<file path="src/rtl/register_file_arbiter_if.sv">
// Requester-side write ports and register-file write port of register_file_arbiter.
// The master modport is the requester/register-file side; slave is the arbiter.
interface register_file_arbiter_if;
    logic        req0;
    logic        req1;
    logic [4:0]  wsel0;
    logic [4:0]  wsel1;
    logic [31:0] wdat0;
    logic [31:0] wdat1;
    logic        ack0;
    logic        ack1;
    logic        rf_WEN;
    logic [4:0]  rf_wsel;
    logic [31:0] rf_wdat;
    logic        busy;

    modport master (
        output req0, req1, wsel0, wsel1, wdat0, wdat1,
        input  ack0, ack1, rf_WEN, rf_wsel, rf_wdat, busy
    );

    modport slave (
        input  req0, req1, wsel0, wsel1, wdat0, wdat1,
        output ack0, ack1, rf_WEN, rf_wsel, rf_wdat, busy
    );
endinterface

</file>
<file path="src/rtl/register_file_arbiter.sv">
// Round-robin two-requester write arbiter for a register file, one write per two cycles.
// Define RF_ARB_CLEAR_EN to zero registers 1..NREG-1 after reset before accepting requests.
module register_file_arbiter #(
    parameter int NREG = 32
) (
    input logic                   CLK,
    input logic                   nRST,
    register_file_arbiter_if.slave bus
);

    if (NREG < 2 || NREG > 32) begin : g_nreg_range
        $error("register_file_arbiter: NREG must be in 2..32");
    end

`ifdef RF_ARB_CLEAR_EN
    typedef enum logic [1:0] {CLEAR, IDLE, ISSUE} state_t;
    localparam state_t RST_STATE = CLEAR;
`else
    typedef enum logic [1:0] {IDLE, ISSUE} state_t;
    localparam state_t RST_STATE = IDLE;
`endif

    state_t      state, state_nx;
    logic        wen_q, wen_nx;
    logic        ack0_q, ack0_nx;
    logic        ack1_q, ack1_nx;
    logic [4:0]  wsel_q, wsel_nx;
    logic [31:0] wdat_q, wdat_nx;
    logic        last_q, last_nx;
    logic        grant1;

`ifdef RF_ARB_CLEAR_EN
    // One bit wider than a register index so the sweep end (NREG) is representable.
    logic [5:0]  clr_idx, clr_nx;
    logic        busy_q, busy_nx;
`endif

    // last_q holds the requester granted most recently; the other one wins a tie.
    assign grant1 = bus.req1 && (!bus.req0 || !last_q);

    always_comb begin
        state_nx = state;
        wen_nx   = 1'b0;
        ack0_nx  = 1'b0;
        ack1_nx  = 1'b0;
        wsel_nx  = wsel_q;
        wdat_nx  = wdat_q;
        last_nx  = last_q;
`ifdef RF_ARB_CLEAR_EN
        clr_nx   = clr_idx;
        busy_nx  = busy_q;
`endif
        case (state)
`ifdef RF_ARB_CLEAR_EN
            CLEAR: begin
                if (clr_idx == 6'(NREG)) begin
                    state_nx = IDLE;
                    busy_nx  = 1'b0;
                end else begin
                    wen_nx  = 1'b1;
                    wsel_nx = clr_idx[4:0];
                    wdat_nx = '0;
                    clr_nx  = clr_idx + 6'd1;
                end
            end
`endif
            IDLE: begin
                if (bus.req0 || bus.req1) begin
                    state_nx = ISSUE;
                    last_nx  = grant1;
                    if (grant1) begin
                        wsel_nx = bus.wsel1;
                        wdat_nx = bus.wdat1;
                        ack1_nx = 1'b1;
                        wen_nx  = |bus.wsel1;
                    end else begin
                        wsel_nx = bus.wsel0;
                        wdat_nx = bus.wdat0;
                        ack0_nx = 1'b1;
                        wen_nx  = |bus.wsel0;
                    end
                end
            end
            ISSUE:   state_nx = IDLE;
            default: state_nx = IDLE;
        endcase
    end

    always_ff @(posedge CLK or negedge nRST) begin
        if (!nRST) begin
            state   <= RST_STATE;
            wen_q   <= 1'b0;
            ack0_q  <= 1'b0;
            ack1_q  <= 1'b0;
            wsel_q  <= '0;
            wdat_q  <= '0;
            last_q  <= 1'b1;
`ifdef RF_ARB_CLEAR_EN
            clr_idx <= 6'd1;
            busy_q  <= 1'b1;
`endif
        end else begin
            state   <= state_nx;
            wen_q   <= wen_nx;
            ack0_q  <= ack0_nx;
            ack1_q  <= ack1_nx;
            wsel_q  <= wsel_nx;
            wdat_q  <= wdat_nx;
            last_q  <= last_nx;
`ifdef RF_ARB_CLEAR_EN
            clr_idx <= clr_nx;
            busy_q  <= busy_nx;
`endif
        end
    end

    assign bus.rf_WEN  = wen_q;
    assign bus.ack0    = ack0_q;
    assign bus.ack1    = ack1_q;
    assign bus.rf_wsel = wsel_q;
    assign bus.rf_wdat = wdat_q;
`ifdef RF_ARB_CLEAR_EN
    assign bus.busy    = busy_q;
`else
    assign bus.busy    = 1'b0;
`endif

endmodule

</file>
<file path="src/flat_wrapper.sv">
// flat-port wrapper written by rule: the top's interface ports become plain ports
module register_file_arbiter_flat 
#(
    parameter int NREG = 32
)
  (CLK, nRST, bus_req0, bus_req1, bus_wsel0, bus_wsel1, bus_wdat0, bus_wdat1, bus_ack0, bus_ack1, bus_rf_WEN, bus_rf_wsel, bus_rf_wdat, bus_busy);
  register_file_arbiter_if bus_i ();
  input logic CLK;
  input logic nRST;
  input wire logic [$bits(bus_i.req0)-1:0] bus_req0;
  input wire logic [$bits(bus_i.req1)-1:0] bus_req1;
  input wire logic [$bits(bus_i.wsel0)-1:0] bus_wsel0;
  input wire logic [$bits(bus_i.wsel1)-1:0] bus_wsel1;
  input wire logic [$bits(bus_i.wdat0)-1:0] bus_wdat0;
  input wire logic [$bits(bus_i.wdat1)-1:0] bus_wdat1;
  output wire logic [$bits(bus_i.ack0)-1:0] bus_ack0;
  output wire logic [$bits(bus_i.ack1)-1:0] bus_ack1;
  output wire logic [$bits(bus_i.rf_WEN)-1:0] bus_rf_WEN;
  output wire logic [$bits(bus_i.rf_wsel)-1:0] bus_rf_wsel;
  output wire logic [$bits(bus_i.rf_wdat)-1:0] bus_rf_wdat;
  output wire logic [$bits(bus_i.busy)-1:0] bus_busy;
  assign bus_i.req0 = bus_req0;
  assign bus_i.req1 = bus_req1;
  assign bus_i.wsel0 = bus_wsel0;
  assign bus_i.wsel1 = bus_wsel1;
  assign bus_i.wdat0 = bus_wdat0;
  assign bus_i.wdat1 = bus_wdat1;
  assign bus_ack0 = bus_i.ack0;
  assign bus_ack1 = bus_i.ack1;
  assign bus_rf_WEN = bus_i.rf_WEN;
  assign bus_rf_wsel = bus_i.rf_wsel;
  assign bus_rf_wdat = bus_i.rf_wdat;
  assign bus_busy = bus_i.busy;
  register_file_arbiter #(.NREG(NREG)) u_core (.CLK(CLK), .nRST(nRST), .bus(bus_i));
endmodule
</file>
<file path="config.mk">
export PLATFORM = sky130hd
export DESIGN_NAME = register_file_arbiter_flat
export DESIGN_NICKNAME = d
export VERILOG_FILES = /design/src/rtl/register_file_arbiter_if.sv /design/src/rtl/register_file_arbiter.sv /design/src/flat_wrapper.sv
export SDC_FILE = /design/constraint.sdc
export NUM_CORES = 1
export LEC_CHECK = 0
export ABC_AREA = 1
export ABC_CLOCK_PERIOD_IN_PS = 2800
export BUFFER_PORTS_ARGS = -buffer_cell sky130_fd_sc_hd__buf_2
export CAP_MARGIN = 10
export CORE_MARGIN = 4
export CORE_UTILIZATION = 25
export CTS_CLUSTER_DIAMETER = 30
export DETAILED_ROUTE_END_ITERATION = 10
export MAX_ROUTING_LAYER = met4
export PLACE_DENSITY = 0.52
export SYNTH_ARGS = -nofsm -noshare
export SYNTH_HDL_FRONTEND = slang
export SYNTH_SLANG_ARGS = --single-unit
</file>
<file path="constraint.sdc">
create_clock -name CLK -period 2.8 [get_ports CLK]
set_input_delay 0.42 -clock CLK [delete_from_list [all_inputs] [get_ports CLK]]
set_output_delay 0.42 -clock CLK [all_outputs]
set_load 0.1 [all_outputs]
</file>
; ---- After elaboration in Yosys (flattened, before gate mapping)
; Cells that the tools add are included.
[word_totals]
register_bits = 43
input_bits = 78
output_inout_bits = 41
word_cells = 30
[op_classes]
eq_ne = 1
mux = 13
n_reduce_logical = 9
[op_table]
columns = op, n
row1 = 32-bit 2-to-1 mux, 1
row2 = 5-bit OR reduction, 2
row3 = 1-bit 2-to-1 mux, 9
row4 = 5-bit 2-to-1 mux, 1
row5 = 2-bit 2-to-1 mux, 2
row6 = 1-bit zero test, 2
row7 = 2-bit zero test, 1
row8 = 1-bit logical OR, 2
row9 = 2-bit by 1-bit inequality test with 1-bit output (second input constant), 1
row10 = 2-bit AND reduction, 1
row11 = 1-bit logical AND, 1

; ---- Logic depth before layout (Yosys ltp)
; Gate-level depths: netlist of run 1.
[depth]
word_depth = 6
mapped_depth = 6
ltp_nobuf = 5

; ---- Least setup slack after synthesis of run 1
; OpenSTA, ideal clock, no wires.
[synth_timing]
path_kind = register to output
from = register u_core.wdat_q[0] (netlist: u_core.bus.rf_wdat[0])
to = output bus_rf_wdat[0]
arrival_ns = 0.898
t_required_ns = 2.380
path_slack_ns = 1.482
path_stages_with_launch = 1
n_path_buf = 0
cell_sequence = dfrtp_1
[synth_lines]
columns = item, line_no
row1 = "start, declared", register_file_arbiter.sv:28  ; logic [31:0] wdat_q, wdat_nx;
row2 = "start signal, assigned", register_file_arbiter.sv:108  ; wdat_q <= wdat_nx;
row3 = "end, declared", flat_wrapper.sv:20  ; output wire logic [$bits(bus_i.rf_wdat)-1:0] bus_rf_wdat;
; No word-level cell between the ends.

; ---- Final worst setup path of run 1
[layout_timing]
from = register u_core.last_q
to = register u_core.wdat_q[9] (netlist: u_core.bus.rf_wdat[9])
[layout_between]
elab_chain_len = 4
[layout_lines]
columns = item, line_no
row1 = "start, declared", register_file_arbiter.sv:29  ; logic last_q, last_nx;
row2 = "start signal, assigned", register_file_arbiter.sv:109  ; last_q <= last_nx;
row3 = 1-bit zero test, register_file_arbiter.sv:39  ; assign grant1 = bus.req1 && (!bus.req0 || !last_q);
row4 = 1-bit logical OR, register_file_arbiter.sv:39
row5 = 1-bit logical AND, register_file_arbiter.sv:39
row6 = 32-bit 2-to-1 mux, register_file_arbiter.sv:71  ; if (grant1) begin
; Every way passes these cells.
; A chain may end at the register's enable or synchronous reset.

==> flow_summary.yaml, run 1 <==
layout:
  final_layout_size_suffix_gt1_share_pct: 36.7
  multi_input_area_um2: 875
  finalInstanceArea_um2: 2850
  final_nets: 439
  syn2layout_area_growth_pct: 37.2
  antenna_cells: 0
  seq_area_um2: 1050
  fillers: 822
  instances_no_fill: 464
  fin_util_pct: 36.1
pwr:
  power.switching_mw: 1.48
  p_int_mw: 1.15
  p_per_area_nw_per_um2: 922
  p_leak_nw: 1.51
  vdd_drop_max_mv: 0.315
  seq_power_share_pct: 30.7
  switching_share_pct: 56.3
  p_clk_share_pct: 14.4
  power_frac_comb_pct: 54.8
  power.total_mw: 2.62
cts:
  root_buffer: "clkbuf_8"
  clk_path_buf_depth: 2
  cts_buffers: 5
  clkTransAtPathRegs_ns: 0.08
  clkSinkCount: 42
  cts_max_level: 2
  ctsResizeCount: 0
  postCtsSetupRepairBufs: 0
  cts_hold_buffers: 0
  cts_tree: "built"
  clk_latency_ns: 0.29
global_routing:
  antenna_found_initial: 0
  overflow: 0
  grt_pass1_vias: 2214
  grt_pass1_wl_mm: 11.2
  grt.total_usage_pct: 14.5
  grt_max_degree: 43
worst_setup_path:
  cpMaxStageDelayCell: "dfstp_2"
  r2r-start: "u_core.last_q"
  cp_cell_sequence: "nand2_1, nand2_1, buf_4, nand2_1, nand3_1, nand2_1"
  worst_path_most_repeated_cell: "nand2_1"
  cp.required_ns: 2.98
  arrival_ns: 1.71
  crit_start: "u_core.last_q"
  critPathKind: "reg2reg"
  end_kind: "register"
  path_max_fanout: 21
  critPathLaunchType: "register"
  cpPeakStageDelay_ns: 0.53
timing:
  clock_skew_ns: 0.00656
  holdWs_ns: 0.291
  finalSetupViolCount: 0
  rsz0062_at_grt: "no"
  max_slew_margin_pct: 34.7
  setup_ws_ns: 1.27
  period_share_pct: 54.5
  final.setup.tns_ns: 0
  worst_pin_slew_ns: 0.979
  hold_viol: 0
  max_freq_mhz: 655
  finalCriticalPeriod_ns: 1.53
  slew_viol_final: 0
detailed_routing:
  num_vias: 2168
  wl_per_cell_um: 14.7
  vias_per_cell: 4.67
  drc: 0
  drt_iter0_markers: 92
  ant_nets: 0
  totalWireLength_mm: 6.84
  drtPass1Iterations: 4
synthesis:
  synthDistinctLibCells: 17
  synthTopCellsByCount: "67 x nand3_1, 60 x nand2_1, 41 x dfrtp_1, 28 x nand4_1, 17 x buf_2"
  synthTopCellsByArea: "dfrtp_1 49%, nand3_1 16%, nand2_1 11%, nand4_1 8.4%, buf_2 4.1%"
  synth_edf_count: 0
  synth.most_common_cell: "nand3_1"
  yosysTopAreaCellShare_pct: 49.5
  yosysTopAreaCell: "dfrtp_1"
  syn-instance-count: 253
  synth_seq_cells: 42
  synth_flop_cell: "dfrtp_1"
  synth_async_sr_flop_share_pct: 100
  ys_seq_area_share_pct: 50.7
  synth_area_um2: 2070
  syn_nets: 331
  syn_area_per_cell_um2: 8.20
  yosys_warnings: 0
floorplan:
  die_x_um: 99.1
  initial_core_util_pct: 26.3
  die_h_um: 99.1
  dieArea_um2: 9820
  row_count: 32
  core_region_area_um2: 7890
  io_pins: 119
placed_design:
  dp_cells: 456
  gp_congestion: 0.734
  io_buffers: 117
  dpl_cell_area_um2: 2770
  dp_slack_ns: 1.14
  hpwl_mm: 4.89
worst_hold_path:
  worst_hold_path_type: "in2async"
job:
  drv_cap: 0
outcome:
  status: "complete, no violations"
==> cell type report <==
type	count	share of cell area, %
multi-input cells	176	30.7
repair buffers	125	23.6
flip-flops and latches	42	37.0
clock buffers	8	2.81
well taps	102	4.48
inverters	11	1.45
==> power by group through the flow <==
stage	combinational [mW]	sequential (mW)	clock, mW
finish	1.44	0.806	0.379
detailed placement	1.45	0.816	0
global route	1.51	0.825	0.418
floorplan	0.246	1.72	0
CTS	1.45	0.808	0.401
global placement	1.44	0.819	0
==> sequential cells by signal, summed over array words and instances, names as in the netlist <==
register	count
u_core.last_q	1
u_core.bus.rf_wdat	32
u_core.bus.ack0	1
u_core.bus.ack1	1
u_core.bus.rf_WEN	1
u_core.bus.rf_wsel	5
u_core.state	1
==> routing by layer <==
metal | wire (um) | share of wire [%] | GRT usage, %
met1 | 3170 | 46 | 19.9
met3 | 410 | 6.0 | 3.65
met2 | 3220 | 47 | 21.8
met4 | 38 | 0.56 | 2.94
met5 | 0 | 0 | -
==> path summary, 6_finish.rpt <==
| check | end | slack (ns) | cells past startpoint |
|---|---|---|---|
| worst min register to register | u_core.bus.rf_wdat[12] | 0.48 | 2 |
| worst max register to register | u_core.bus.rf_wdat[9] | 1.27 | 6 |
| max in group asynchronous | u_core.bus.rf_wdat[25] | 1.90 | 1 |
| worst min-delay path | u_core.bus.rf_wdat[13] | 0.29 | 1 |
| min in group CLK | u_core.bus.rf_wdat[29] | 0.36 | 3 |
| worst max-delay path | u_core.bus.rf_wdat[9] | 1.27 | 6 |
==> layout by cell type (no fill, tap or decap) <==
cell type,count
nand3_1,67
dfrtp_1,41
nor2_1,6
nand4_1,28
o21ai_0,1
nor2_4,1
buf_2,117
clkbuf_1,3
dfstp_2,1
conb_1,1
a21oi_1,1
nand2_1,60
clkbuf_8,5
inv_1,11
o21ai_4,1
nand3b_1,10
buf_4,6
buf_12,2
==> logic make-up after synthesis <==
logic type      after synthesis  synth area share, %
simple gates                172                 40.5
flops                        42                 50.7
buf+inv                      35                 7.90
compound gates                3                0.723
other cells                   1                0.181
==> critical path: cells and delay by family (launching register included) <==
kind                   cells  cell delay, ns
DFF                        1            0.53
and+or+nand+nor            5            0.63
buffers and inverters      1            0.27
Note: power is estimated with default switching activity, not from simulation.
==> run 2, diff against run 1 <==
--- a/config.mk
+++ b/config.mk
@@ -5,8 +5,8 @@
 export SDC_FILE = /design/constraint.sdc
 export NUM_CORES = 1
 export LEC_CHECK = 0
-export ABC_AREA = 1
-export ABC_CLOCK_PERIOD_IN_PS = 2800
+export ABC_AREA = 0
+export ABC_CLOCK_PERIOD_IN_PS = 1500
 export BUFFER_PORTS_ARGS = -buffer_cell sky130_fd_sc_hd__buf_2
 export CAP_MARGIN = 10
 export CORE_MARGIN = 4
@@ -14,7 +14,7 @@
 export CTS_CLUSTER_DIAMETER = 30
 export DETAILED_ROUTE_END_ITERATION = 10
 export MAX_ROUTING_LAYER = met4
-export PLACE_DENSITY = 0.52
+export PLACE_DENSITY = 0.53
 export SYNTH_ARGS = -nofsm -noshare
 export SYNTH_HDL_FRONTEND = slang
 export SYNTH_SLANG_ARGS = --single-unit
==> constraint.sdc (replaced) <==
create_clock -name CLK -period 1.5 [get_ports CLK]
set_input_delay 0.225 -clock CLK [delete_from_list [all_inputs] [get_ports CLK]]
set_output_delay 0.225 -clock CLK [all_outputs]
set_load 0.1 [all_outputs]
==> flow_summary.yaml, run 2 <==
outcome:
  status: "complete, no violations"
cts:
  root_buffer: "clkbuf_8"
  cts_tree: "built"
  cts_buffers: 5
  clk_latency_ns: 0.29
  clkSinkCount: 42
  clk_path_buf_depth: 2
  cts_max_level: 2
  clkTransAtPathRegs_ns: 0.08
synthesis:
  synth.most_common_cell: "dfrtp_1"
  synth_area_um2: 1820
  synthTopCellsByArea: "dfrtp_1 56%, a221o_1 20%, and2_1 10%, and2_0 2.8%, buf_6 1.9%"
  yosysTopAreaCellShare_pct: 56.5
  synth_flop_cell: "dfrtp_1"
  synthDistinctLibCells: 19
  synth_async_sr_flop_share_pct: 100
  synth_edf_count: 0
  syn_area_per_cell_um2: 12.6
  syn_nets: 222
  syn-instance-count: 144
  synthTopCellsByCount: "41 x dfrtp_1, 37 x a221o_1, 29 x and2_1, 8 x and2_0, 5 x buf_2"
  synth_seq_cells: 42
  yosys_warnings: 0
  ys_seq_area_share_pct: 57.9
  yosysTopAreaCell: "dfrtp_1"
layout:
  final_common_cell: "buf_2"
  antenna_cells: 0
  instances_no_fill: 362
  syn2layout_area_growth_pct: 46.3
  fin_util_pct: 38.3
  fillers: 689
  final_layout_size_suffix_gt1_share_pct: 51.1
  most-common-layout-cells: "117 x buf_2, 41 x dfrtp_1, 37 x a221o_1, 29 x and2_1, 8 x and2_0"
  final_nets: 343
  largest_reg_flops: 32
floorplan:
  die_x_um: 93.2
  row_count: 30
  dieArea_um2: 8690
  die_h_um: 93.2
  initial_core_util_pct: 26.2
  core_region_area_um2: 6940
  io_pins: 119
placed_design:
  dp_cells: 353
  io_buffers: 117
  hpwl_mm: 3.96
  gp_congestion: 0.722
pwr:
  p_leak_nw: 1.37
  switching_share_pct: 53.9
  power_frac_comb_pct: 54.3
  p_clk_share_pct: 14.9
  p_int_mw: 2.22
  p_per_area_nw_per_um2: 1810
  seq_power_share_pct: 30.8
  vdd_drop_max_mv: 0.780
  power.switching_mw: 2.60
job:
  drv_cap: 0
global_routing:
  overflow: 0
  grt_busiest_layer: "met2"
  grt_pass1_vias: 1727
  antenna_found_initial: 0
  grt.total_usage_pct: 12.6
  grt_max_degree: 26
  use_met3_pct: 3.94
  gr-usage-met2_pct: 19.4
  grt_pass1_wl_mm: 8.54
  met1_usage_pct: 16.4
detailed_routing:
  drtPass1Iterations: 4
  drt_iter0_markers: 82
  drc: 0
  vias_per_cell: 4.54
  totalWireLength_mm: 5.20
  num_vias: 1644
  wl_per_cell_um: 14.4
  ant_nets: 0
worst_setup_path:
  cpPeakStageDelay_ns: 0.43
  arrival_ns: 1.58
  cp.required_ns: 1.68
  cp_cell_sequence: "o21bai_2, buf_4, and2_0, a221o_1"
  cpMaxStageDelayCell: "dfrtp_1"
  critPathKind: "reg2reg"
  critPathLaunchType: "register"
  r2r_setup_slack_ns: 0.10
  path_buf_inv: 1
  path_max_fanout: 25
  crit_family: "compound AO/OA/AOI/OAI gates"
  end_kind: "register"
timing:
  clock_skew_ns: 0.00674
  finalCriticalPeriod_ns: 1.40
  final.setup.tns_ns: 0
  max_freq_mhz: 715
  finalSetupViolCount: 0
  slew_viol_final: 0
  period_share_pct: 93.2
  rsz0062_at_grt: "no"
  hold_viol: 0
worst_hold_path:
  worst_hold_path_type: "in2reg"
## run 2: changes by cell type after synthesis, moves of 10 or more
| cell | before | now |
|---|---|---|
| nand3b_1 | 10 | 0 |
| nand4_1 | 28 | 0 |
| a221o_1 | 0 | 37 |
| buf_2 | 17 | 5 |
| and2_1 | 0 | 29 |
| nand3_1 | 67 | 0 |
| nand2_1 | 60 | 2 |
## run 2: kinds of logic after synthesis
family                 Yosys count  synth area share [%]
flip-flops                      42                  57.9
buffers and inverters           16                  5.10
other                            1                 0.206
AND/OR/NAND/NOR                 43                  14.1
AO/OA/AOI/OAI                   42                  22.7
## run 2: worst paths after layout
path,start,endpoint,cells after the start
min in group asynchronous,nRST,u_core.bus.rf_wdat[11],2
max in group asynchronous,nRST,u_core.bus.rf_wdat[23],3
min reg2reg,u_core.last_q,u_core.last_q,1
max reg2reg,u_core.state[0],u_core.bus.rf_wdat[4],4
min,bus_wdat0[1],u_core.bus.rf_wdat[1],2
max,u_core.state[0],u_core.bus.rf_wdat[4],4
## run 2: what timing repair did
action | 4_1_cts | 5_1_grt
hold buffers | 1 | 0
hold endpoints to repair | 6 | 0
resized for setup | 0 | 0
setup buffers | 0 | 0
## run 2: per-layer routing
layer	vias to the layer above	wire length, um
li1	780	-
met3	6	517
met5	-	0
met2	86	2340
met1	772	2290
met4	0	46
## run 2: through the flow
| step | hold slack (ns) | setup WS [ns] | area (um^2) | power (mW) |
|---|---|---|---|---|
| 5_1_grt | 0.142 | 0.0390 | 2660 | 5.06 |
| 6_report | 0.157 | 0.102 | 2660 | 4.83 |
| 2_1_floorplan | -0.0706 | 0.131 | 1820 | 3.62 |
| 3_3_place_gp | 0.101 | 0.117 | 2560 | 4.14 |
| 3_5_place_dp | 0.0961 | 0.111 | 2560 | 4.14 |
| 4_1_cts | 0.143 | 0.101 | 2660 | 4.89 |
## run 2: power by group through the flow
stage | logic, mW | clock network (mW) | registers (mW)
after floorplan | 0.425 | 0 | 3.19
after global placement | 2.63 | 0 | 1.51
after detailed placement | 2.64 | 0 | 1.50
after CTS | 2.64 | 0.760 | 1.49
after global routing | 2.73 | 0.812 | 1.52
final | 2.62 | 0.719 | 1.49
## run 2: area by class of cell
class                           instances  area [um^2]  share of cell area [%]
Clock buffer                            6         72.6                    2.73
Clock inverter                          2         13.8                   0.518
Inverter                                3         11.3                   0.424
Multi-Input combinational cell         86          688                    25.9
Sequential cell                        42         1050                    39.6
Tap cell                               96          120                    4.52
Timing Repair Buffer                  127          701                    26.4
## run 2: worst register-to-register path, cell delays in order, from the launching register on
cell and delay, ns:
dfrtp_1 0.43, o21bai_2 0.21, buf_4 0.21, and2_0 0.19
a221o_1 0.26
